### config.mk
export PLATFORM = sky130hd
export DESIGN_NAME = sha_host_bridge
export DESIGN_NICKNAME = d
export VERILOG_FILES = /design/src/rtl/sha_bridge_pkg.sv /design/src/rtl/sha_host_bridge_rise_det.sv /design/src/rtl/sha_host_bridge.sv
export SDC_FILE = /design/constraint.sdc
export NUM_CORES = 1
export LEC_CHECK = 0
export ABC_AREA = 1
export BUFFER_PORTS_ARGS = -buffer_cell sky130_fd_sc_hd__buf_4
export CAP_MARGIN = 20
export CORE_MARGIN = 3
export CORE_UTILIZATION = 49
export DETAILED_ROUTE_END_ITERATION = 10
export GPL_ROUTABILITY_DRIVEN = 1
export GPL_TIMING_DRIVEN = 0
export PLACE_DENSITY = 0.74
export SLEW_MARGIN = 5
export SYNTH_ARGS = -nofsm -noshare
export SYNTH_HDL_FRONTEND = slang
export SYNTH_SLANG_ARGS = --single-unit
### constraint.sdc
create_clock -name clk -period 2 [get_ports clk]
set_clock_uncertainty 0.1 [all_clocks]
set_input_delay 0.5 -clock clk [delete_from_list [all_inputs] [get_ports clk]]
set_output_delay 0.5 -clock clk [all_outputs]
set_load 0.02 [all_outputs]
### src/rtl/sha_bridge_pkg.sv
// sha_bridge_pkg: shared state encoding and width helpers for sha_host_bridge.
package sha_bridge_pkg;

    typedef enum logic [1:0] {IDLE, FETCH, DRAIN} state_t;

    function automatic int beats(input int w, input int io);
        return w / io;
    endfunction

    function automatic int clog2(input int v);
        int r;
        r = 0;
        for (int i = 0; i < 31; i++) if ((1 << i) < v) r = i + 1;
        return (r < 1) ? 1 : r;
    endfunction

    // MSB-first slot k of a total-bit vector, io bits per slot
    function automatic int msb_base(input int total, input int io, input int k);
        return total - 1 - k * io;
    endfunction

endpackage

### src/rtl/sha_host_bridge_rise_det.sv
// rise_det: rising-edge detector against a registered copy of the input.
module rise_det (
    input  logic clk,
    input  logic rst,
    input  logic d,
    output logic rise
);

    logic q;

    always_ff @(posedge clk) q <= rst ? 1'b0 : d;

    assign rise = d & ~q;

endmodule

### src/rtl/sha_host_bridge.sv
// sha_host_bridge: host beat <-> core word/digest bridge for the SHA256d core.
// Define SHA_BRIDGE_TIMEOUT_EN to add a handshake watchdog that flags err and aborts.
module sha_host_bridge
    import sha_bridge_pkg::*;
#(
    parameter int IO_W     = 8,
    parameter int WORD_W   = 32,
    parameter int DIGEST_W = 256,
    parameter int ADDR_W   = 5
`ifdef SHA_BRIDGE_TIMEOUT_EN
    , parameter int TIMEOUT_CYC = 1024
`endif
) (
    input  logic                clk,
    input  logic                rst,
    input  logic                start,
    input  logic                abort,
    input  logic                host_rdy,
    input  logic [IO_W-1:0]     host_din,
    output logic [IO_W-1:0]     host_dout,
    output logic                host_rq,
    output logic                done,
    output logic                err,
    output logic                core_start,
    output logic                core_rdy,
    output logic [WORD_W-1:0]   core_data,
    input  logic [ADDR_W-1:0]   core_addr,
    input  logic                core_rq,
    input  logic                core_done,
    input  logic [DIGEST_W-1:0] core_digest
);

    localparam int BEATS  = beats(WORD_W, IO_W);
    localparam int DBEATS = beats(DIGEST_W, IO_W);
    localparam int CW     = clog2(BEATS > DBEATS ? BEATS : DBEATS);
    localparam int SW     = ADDR_W + CW;

    state_t                state;
    logic [CW-1:0]         k;
    logic                  pending;
    logic [DIGEST_W-1:0]   digest_q;
    logic                  rdy_rise;
    logic                  rq_rise;
    logic                  xfer;
    logic                  to;
    logic                  kill;
    logic [SW-1:0]         status;

    rise_det u_rdy (.clk(clk), .rst(rst), .d(host_rdy), .rise(rdy_rise));
    rise_det u_rq  (.clk(clk), .rst(rst), .d(core_rq),  .rise(rq_rise));

    assign xfer   = rdy_rise & host_rq;
    assign status = {core_addr, k};
    assign kill   = abort | to;

    always_comb host_dout = (state == DRAIN) ? digest_q[msb_base(DIGEST_W, IO_W, int'(k)) -: IO_W]
                                             : IO_W'(status);

`ifdef SHA_BRIDGE_TIMEOUT_EN
    localparam int WW = clog2(TIMEOUT_CYC + 1);
    logic [WW-1:0] wd;

    assign to = host_rq & ~rdy_rise & (wd == WW'(TIMEOUT_CYC - 1));

    always_ff @(posedge clk) wd <= (rst | kill | ~host_rq | rdy_rise) ? '0 : wd + 1'b1;
`else
    assign to = 1'b0;
`endif

    always_ff @(posedge clk) begin
        if (rst) begin
            state      <= IDLE;
            k          <= '0;
            pending    <= 1'b0;
            digest_q   <= '0;
            host_rq    <= 1'b0;
            done       <= 1'b0;
            err        <= 1'b0;
            core_start <= 1'b0;
            core_rdy   <= 1'b0;
            core_data  <= '0;
        end else begin
            core_start <= 1'b0;
            core_rdy   <= 1'b0;
            if (kill) begin
                state   <= IDLE;
                host_rq <= 1'b0;
                done    <= 1'b0;
                pending <= 1'b0;
                k       <= '0;
                err     <= err | to;
            end else begin
                case (state)
                    IDLE: if (start) begin
                        core_start <= 1'b1;
                        err        <= 1'b0;
                        state      <= FETCH;
                    end
                    FETCH: if (core_done) begin
                        digest_q <= core_digest;
                        done     <= 1'b1;
                        pending  <= 1'b0;
                        host_rq  <= 1'b0;
                        k        <= '0;
                        state    <= DRAIN;
                    end else begin
                        if (xfer) begin
                            core_data[msb_base(WORD_W, IO_W, int'(k)) -: IO_W] <= host_din;
                            host_rq <= 1'b0;
                            if (k == CW'(BEATS - 1)) begin
                                k        <= '0;
                                pending  <= 1'b0;
                                core_rdy <= 1'b1;
                            end else k <= k + 1'b1;
                        end else if (pending) host_rq <= 1'b1;
                        // a new request while one is outstanding is an error, not a restart
                        if (rq_rise) begin
                            if (pending) err <= 1'b1;
                            else begin
                                pending <= 1'b1;
                                host_rq <= 1'b1;
                            end
                        end
                    end
                    DRAIN: if (xfer) begin
                        host_rq <= 1'b0;
                        if (k == CW'(DBEATS - 1)) begin
                            done  <= 1'b0;
                            k     <= '0;
                            state <= IDLE;
                        end else k <= k + 1'b1;
                    end else host_rq <= 1'b1;
                    default: state <= IDLE;
                endcase
            end
        end
    end

endmodule
* Yosys cells after proc, flatten, opt, wreduce, memory -nomap -nowiden
Cells that the tools add are included.
** Operators by class
- Bitwise operators :: 10
- Muxes and demuxes :: 36
- Add/subtract/negate cells :: 4
- Equal/unequal tests :: 12
- Shift-type cells :: 3
- Reductions and logical operators :: 12
** Operators with widths (count)
- 263-bit by 9-bit indexed part select with 8-bit output :: 1
- 8-bit by 33-bit variable shift with 39-bit output (first input constant) :: 1
- 8-bit by 33-bit indexed part select with 39-bit output :: 1
- 9-bit negator with 33-bit output :: 1
- 32-bit bitwise mux :: 1
- 5-bit two-way mux :: 5
- 1-bit two-way mux :: 20
- 2-bit != test (second input constant) :: 6
- 4-bit AND reduction :: 3
- 5-bit one-hot mux with 2 select lines :: 1
- 5-bit by 8-bit subtractor with 9-bit output (first input constant) :: 1
- 8-bit by 8-bit subtractor with 9-bit output (first input constant) :: 1
- 2-bit two-way mux :: 4
- 8-bit two-way mux :: 1
- 1-bit inverter :: 7
- 1-bit one-hot mux with 2 select lines :: 3
- 2-bit one-hot mux with 3 select lines :: 1
- 3-bit AND reduction :: 2
- 6-bit AND reduction :: 1
- 5-bit by 1-bit adder with 5-bit output (second input constant) :: 1
- 5-bit by 2-bit equality test with 1-bit output (second input constant) :: 1
- 5-bit equality test (second input constant) :: 1
- 5-bit OR reduction :: 1
- 2-bit nonzero test :: 2
- 8 further kinds :: 10
** Storage, ports and cells
- Logic and storage cells :: 89
- Input bits :: 276
- Register bits after elaboration :: 303
- Output and inout port bits :: 45

* Longest topological paths before layout
- Word-level depth :: 8
- Depth in mapped cells :: 14
- Mapped depth without buffers :: 12

* By module
Synthesis repeated with hierarchy kept, for this count alone.
** Second synthesis, totals
- Cells, all modules :: 2038
- Area total of the unflattened synthesis :: 13895.8 µm²
** By module, submodules not included
- sha_host_bridge :: area each 13833.3 µm², times used 1, cells each 2030, seq. area each 6025.8 µm²
- rise_det :: area each 31.3 µm², times used 2, cells each 4, seq. area each 20.0 µm²

* Worst setup path before layout
Ideal clock, no wire load.
- Kind :: reg2out
- From :: register state[0]
- To :: output port host_dout[3]
- Arrival time :: 1563 ps
- Buffers on the path :: 1
- Setup slack :: -163 ps
- Data required time :: 1400 ps
- Cell stages (with the launch flop) :: 10
- Cell sequence :: dfxtp_1 > inv_1 > ha_1 > buf_4 > clkinv_1 > nor2_1 > nand3_1 > nand3_1 > nand2_1 > inv_1
** Between the ends
- Cells in the longest elaborated chain, start to end :: 2
** RTL lines
- from (decl) :: RTL line sha_host_bridge.sv:38 : state_t state;
- from (signal assigned) :: RTL line sha_host_bridge.sv:72 : state <= IDLE;
- from (signal assigned) :: RTL line sha_host_bridge.sv:86 : state <= IDLE;
- from (signal assigned) :: RTL line sha_host_bridge.sv:97 : state <= FETCH;
- 2-bit equality test :: RTL line sha_host_bridge.sv:56 : always_comb host_dout = (state == DRAIN) ? digest_q[msb_base(DIGEST_W, IO_W, int'(k)) -: IO_W]
- 8-bit two-way mux :: RTL line sha_host_bridge.sv:56
- to (decl) :: RTL line sha_host_bridge.sv:20 : output logic [IO_W-1:0] host_dout,
Every way passes these cells.

* Worst setup path after layout
- From :: register k[2]
- To :: output port host_dout[3]
** Between the ends
- Cells in the longest elaborated chain, start to end :: 3
** RTL lines
- from (decl) :: RTL line sha_host_bridge.sv:39 : logic [CW-1:0] k;
- from (signal assigned) :: RTL line sha_host_bridge.sv:114 : end else k <= k + 1'b1;
- from (signal assigned) :: RTL line sha_host_bridge.sv:131 : end else k <= k + 1'b1;
- 8-bit by 8-bit subtractor with 9-bit output :: RTL line sha_bridge_pkg.sv:19 : return total - 1 - k * io;
- 263-bit by 9-bit indexed part select with 8-bit output :: RTL line sha_host_bridge.sv:56
- 8-bit two-way mux :: RTL line sha_host_bridge.sv:56
Every way passes these cells.

==> results.yml <==
logic_synthesis:
  synthesis.area_um2: 13900
  ys_seq_area_share_pct: 43.7
  yosys_warnings: 0
  syn_nets: 2354
  syn_area_per_cell_um2: 6.71
  synth_cells: 2070
  ys_ff_latch: 303
  synth.distinct_cells: 29
place:
  gp_congestion: 0.966
  port_buffers: 318
  dpl.hpwl_mm: 39.3
  placed_cell_area_um2: 16800
min_path:
  hp-class: "in -> reg"
worst_setup_path:
  r2r_slack_ns: -0.27
  critical_path.endpoint: "host_dout[3]"
  crit_path_max_fanout: 10
  startpoint: "k[2]"
  crit_chain: "buf_4 > nor2_4 > buf_8 > nand2_1 > a21oi_1 > nor2_2 > nand2_1 > nand3_1 > nand2_1 > inv_2 > buf_6"
  worst_setup_path_start_kind: "register"
  cp.required_ns: 1.40
  r2r-start: "k[3]"
  reg2regPathDepth: 13
  crit_type: "reg -> out"
  slowest_stage: "dfxtp_2"
  crit_top_cell: "nand2_1"
  end_kind: "primary output"
  critPathMaxStageDelay_ns: 0.37
  r2r_end: "core_data[5]"
  cp.arrival_ns: 2.29
clock_tree:
  clock-sinks: 303
  clkTransAtPathRegs_ns: 0.06
  htreeDepth: 1
  cts_buffer_depth: 3
  root_buffer: "clkbuf_16"
  numCtsBuffers: 31
  clock_latency_ns: 0.56
  cts_tree: "yes"
floorplanning:
  die_x_um: 174
  die-area_um2: 30400
  num_io_pins: 321
  die_h_um: 174
  core_um2: 27900
  start_util_pct: 49.9
  rows: 61
timing:
  report.final.slew_viol_count: 0
  rsz0062_at_grt: "yes"
  relSlewSlack_pct: 53.5
  setup_viol: 40
  max_freq_mhz: 346
  tightest_slew_ns: 0.694
  finalHoldViolations: 0
  finalCritPeriodShare_pct: 145
  min_period_ns: 2.89
  setup_slack_ns: -0.891
route:
  drt_wl_total_mm: 56.2
  wire_per_inst_um: 19.7
  first_iter_violations: 2037
  viasPerCell: 5.56
  antenna_left: 0
  drc: 0
  dr.pass1.iters: 6
  vias: 15900
global_routing:
  globalRoute.totalOverflow: 0
  grt_pass1_vias: 14600
  grt_pass1_wl_mm: 80.5
  grt_max_degree: 16
  grt_use_total_pct: 33.5
  antenna_found_initial: 2
power:
  finalPower_uw: 14600
  power.switching_uw: 3920
  p_clk_share_pct: 40.7
  power.share.sequential_pct: 43.3
  p_sw_share_pct: 26.9
  power_leakage_uw: 0.00868
  vdd_drop_max_uv: 605
  pwr-share-comb_pct: 16.0
  p_int_uw: 10600
  p_per_area_nw_per_um2: 752
status:
  status: "finished with violations"
  violations: "setup timing"
finish:
  final_util_pct: 69.5
  layout_commonest_cell: "nor2_1"
  nets: 2738
  drive_gt1_share_pct: 26.8
  final_cell_mix: "355 x nor2_1, 340 x buf_4, 336 x nand2_1"
  fin_area_um2: 19300
  areaGrowthSynthToFinish_pct: 39.3
  fillers: 2388
run:
  maxCapViolCount: 0
[power groups by stage]
stage / sequential [uW] / clock, uW / combinational, uW
5_1_grt: 6310 / 6160 / 2480
2_1_floorplan: 6410 / 0 / 967
3_3_place_gp: 6420 / 0 / 1860
6_report: 6300 / 5920 / 2330
3_5_place_dp: 6430 / 0 / 1870
4_1_cts: 6300 / 5920 / 2040
[layout make-up]
class / instances / area, um2 / share of cell area, %
Multi-Input combinational cell: 1418 / 6850 / 35.4
Tap cell: 378 / 473 / 2.44
Antenna cell: 3 / 7.51 / 0.0388
Clock inverter: 16 / 143 / 0.737
Clock buffer: 41 / 903 / 4.67
Timing Repair Buffer: 350 / 2840 / 14.7
Buffer: 148 / 1240 / 6.42
Inverter: 201 / 803 / 4.15
Timing Repair inverter: 1 / 8.76 / 0.0453
Sequential cell: 303 / 6080 / 31.4
[sequential cells by signal (all words and copies together) (netlist names)]
register	cells
core_start	1
core_rdy	1
pending	1
host_rq	1
k	5
state	2
err	1
u_rq.q	1
digest_q	256
done	1
core_data	32
u_rdy.q	1
[timing repair]
item,CTS,global route
resized for setup,253,195
cloned,1,12
hold buffers,0,0
endpoints found under the setup margin,301,274
pin swaps,4,45
setup buffers,8,16
[synthesized netlist by cell type (all sizes together)]
cell type  count  area share, %
inv          198            5.3
o211ai        10           0.54
nor3           8           0.37
nor3b          3           0.16
a21oi        167            6.0
or2            5           0.23
nand4         11           0.50
buf           71            3.3
dfxtp        303             44
clkinv         3          0.081
o221ai         1          0.063
o21a           1          0.054
ha             8           0.72
nor2         376             10
clkbuf        77            2.1
nand3        159            5.8
nand2        365            9.9
o21ai        303             11
a211oi         1          0.054
[layer usage]
metal  part of all wire [%]  global-route usage, %  up-vias
met4                    5.5                   13.4        0
li1                       -                      -     7415
met3                     11                   5.74      210
met1                     39                   44.9     7250
met5                      0                      0        -
met2                     44                   53.8     1019
[metrics by stage]
| step | hold WS, ns | setup WS, ns | instances | setup TNS [ns] |
|---|---|---|---|---|
| after floorplan | 0.324 | 0.00418 | 2070 | 0 |
| after global placement | 0.338 | -0.865 | 2766 | -93.79 |
| after detailed placement | 0.343 | -0.855 | 2766 | -106.35 |
| after CTS | 0.0456 | -0.810 | 2832 | -15.30 |
| after global routing | 0.0473 | -0.923 | 2858 | -14.90 |
| final | 0.0535 | -0.891 | 2859 | -12.42 |
[cells by family (layout without fill, tap and decap cells)]
family                     count (synthesis)  count (layout)  synth area share (%)
and+or+nand+nor                          927             927                  27.2
buffers and inverters                    349             757                  10.8
AOI/OAI and AO/OA                        483             483                  17.6
adders and majority gates                  8               8                 0.720
other                                      0               3                     0
DFF                                      303             303                  43.7
[worst min path at each step]
| stage | startpoint | endpoint | slack [ns] | cells after the start |
|---|---|---|---|---|
| floorplan | digest_q[10] | digest_q[10] | 0.32 | 2 |
| global placement | digest_q[143] | digest_q[143] | 0.34 | 2 |
| detailed placement | digest_q[39] | digest_q[39] | 0.34 | 2 |
| CTS | rst | u_rdy.q | 0.05 | 2 |
| global route | rst | err | 0.05 | 2 |
| finish | core_digest[83] | digest_q[83] | 0.05 | 3 |
[worst max-delay path, delay by kind of cell, from the launching register on]
kind	cells	cell delay, ns
buffers and inverters	4	0.60
flip-flops	1	0.37
AND/OR/NAND/NOR	6	0.60
AO/OA/AOI/OAI	1	0.15
Note: power is estimated with default switching activity, not from simulation.
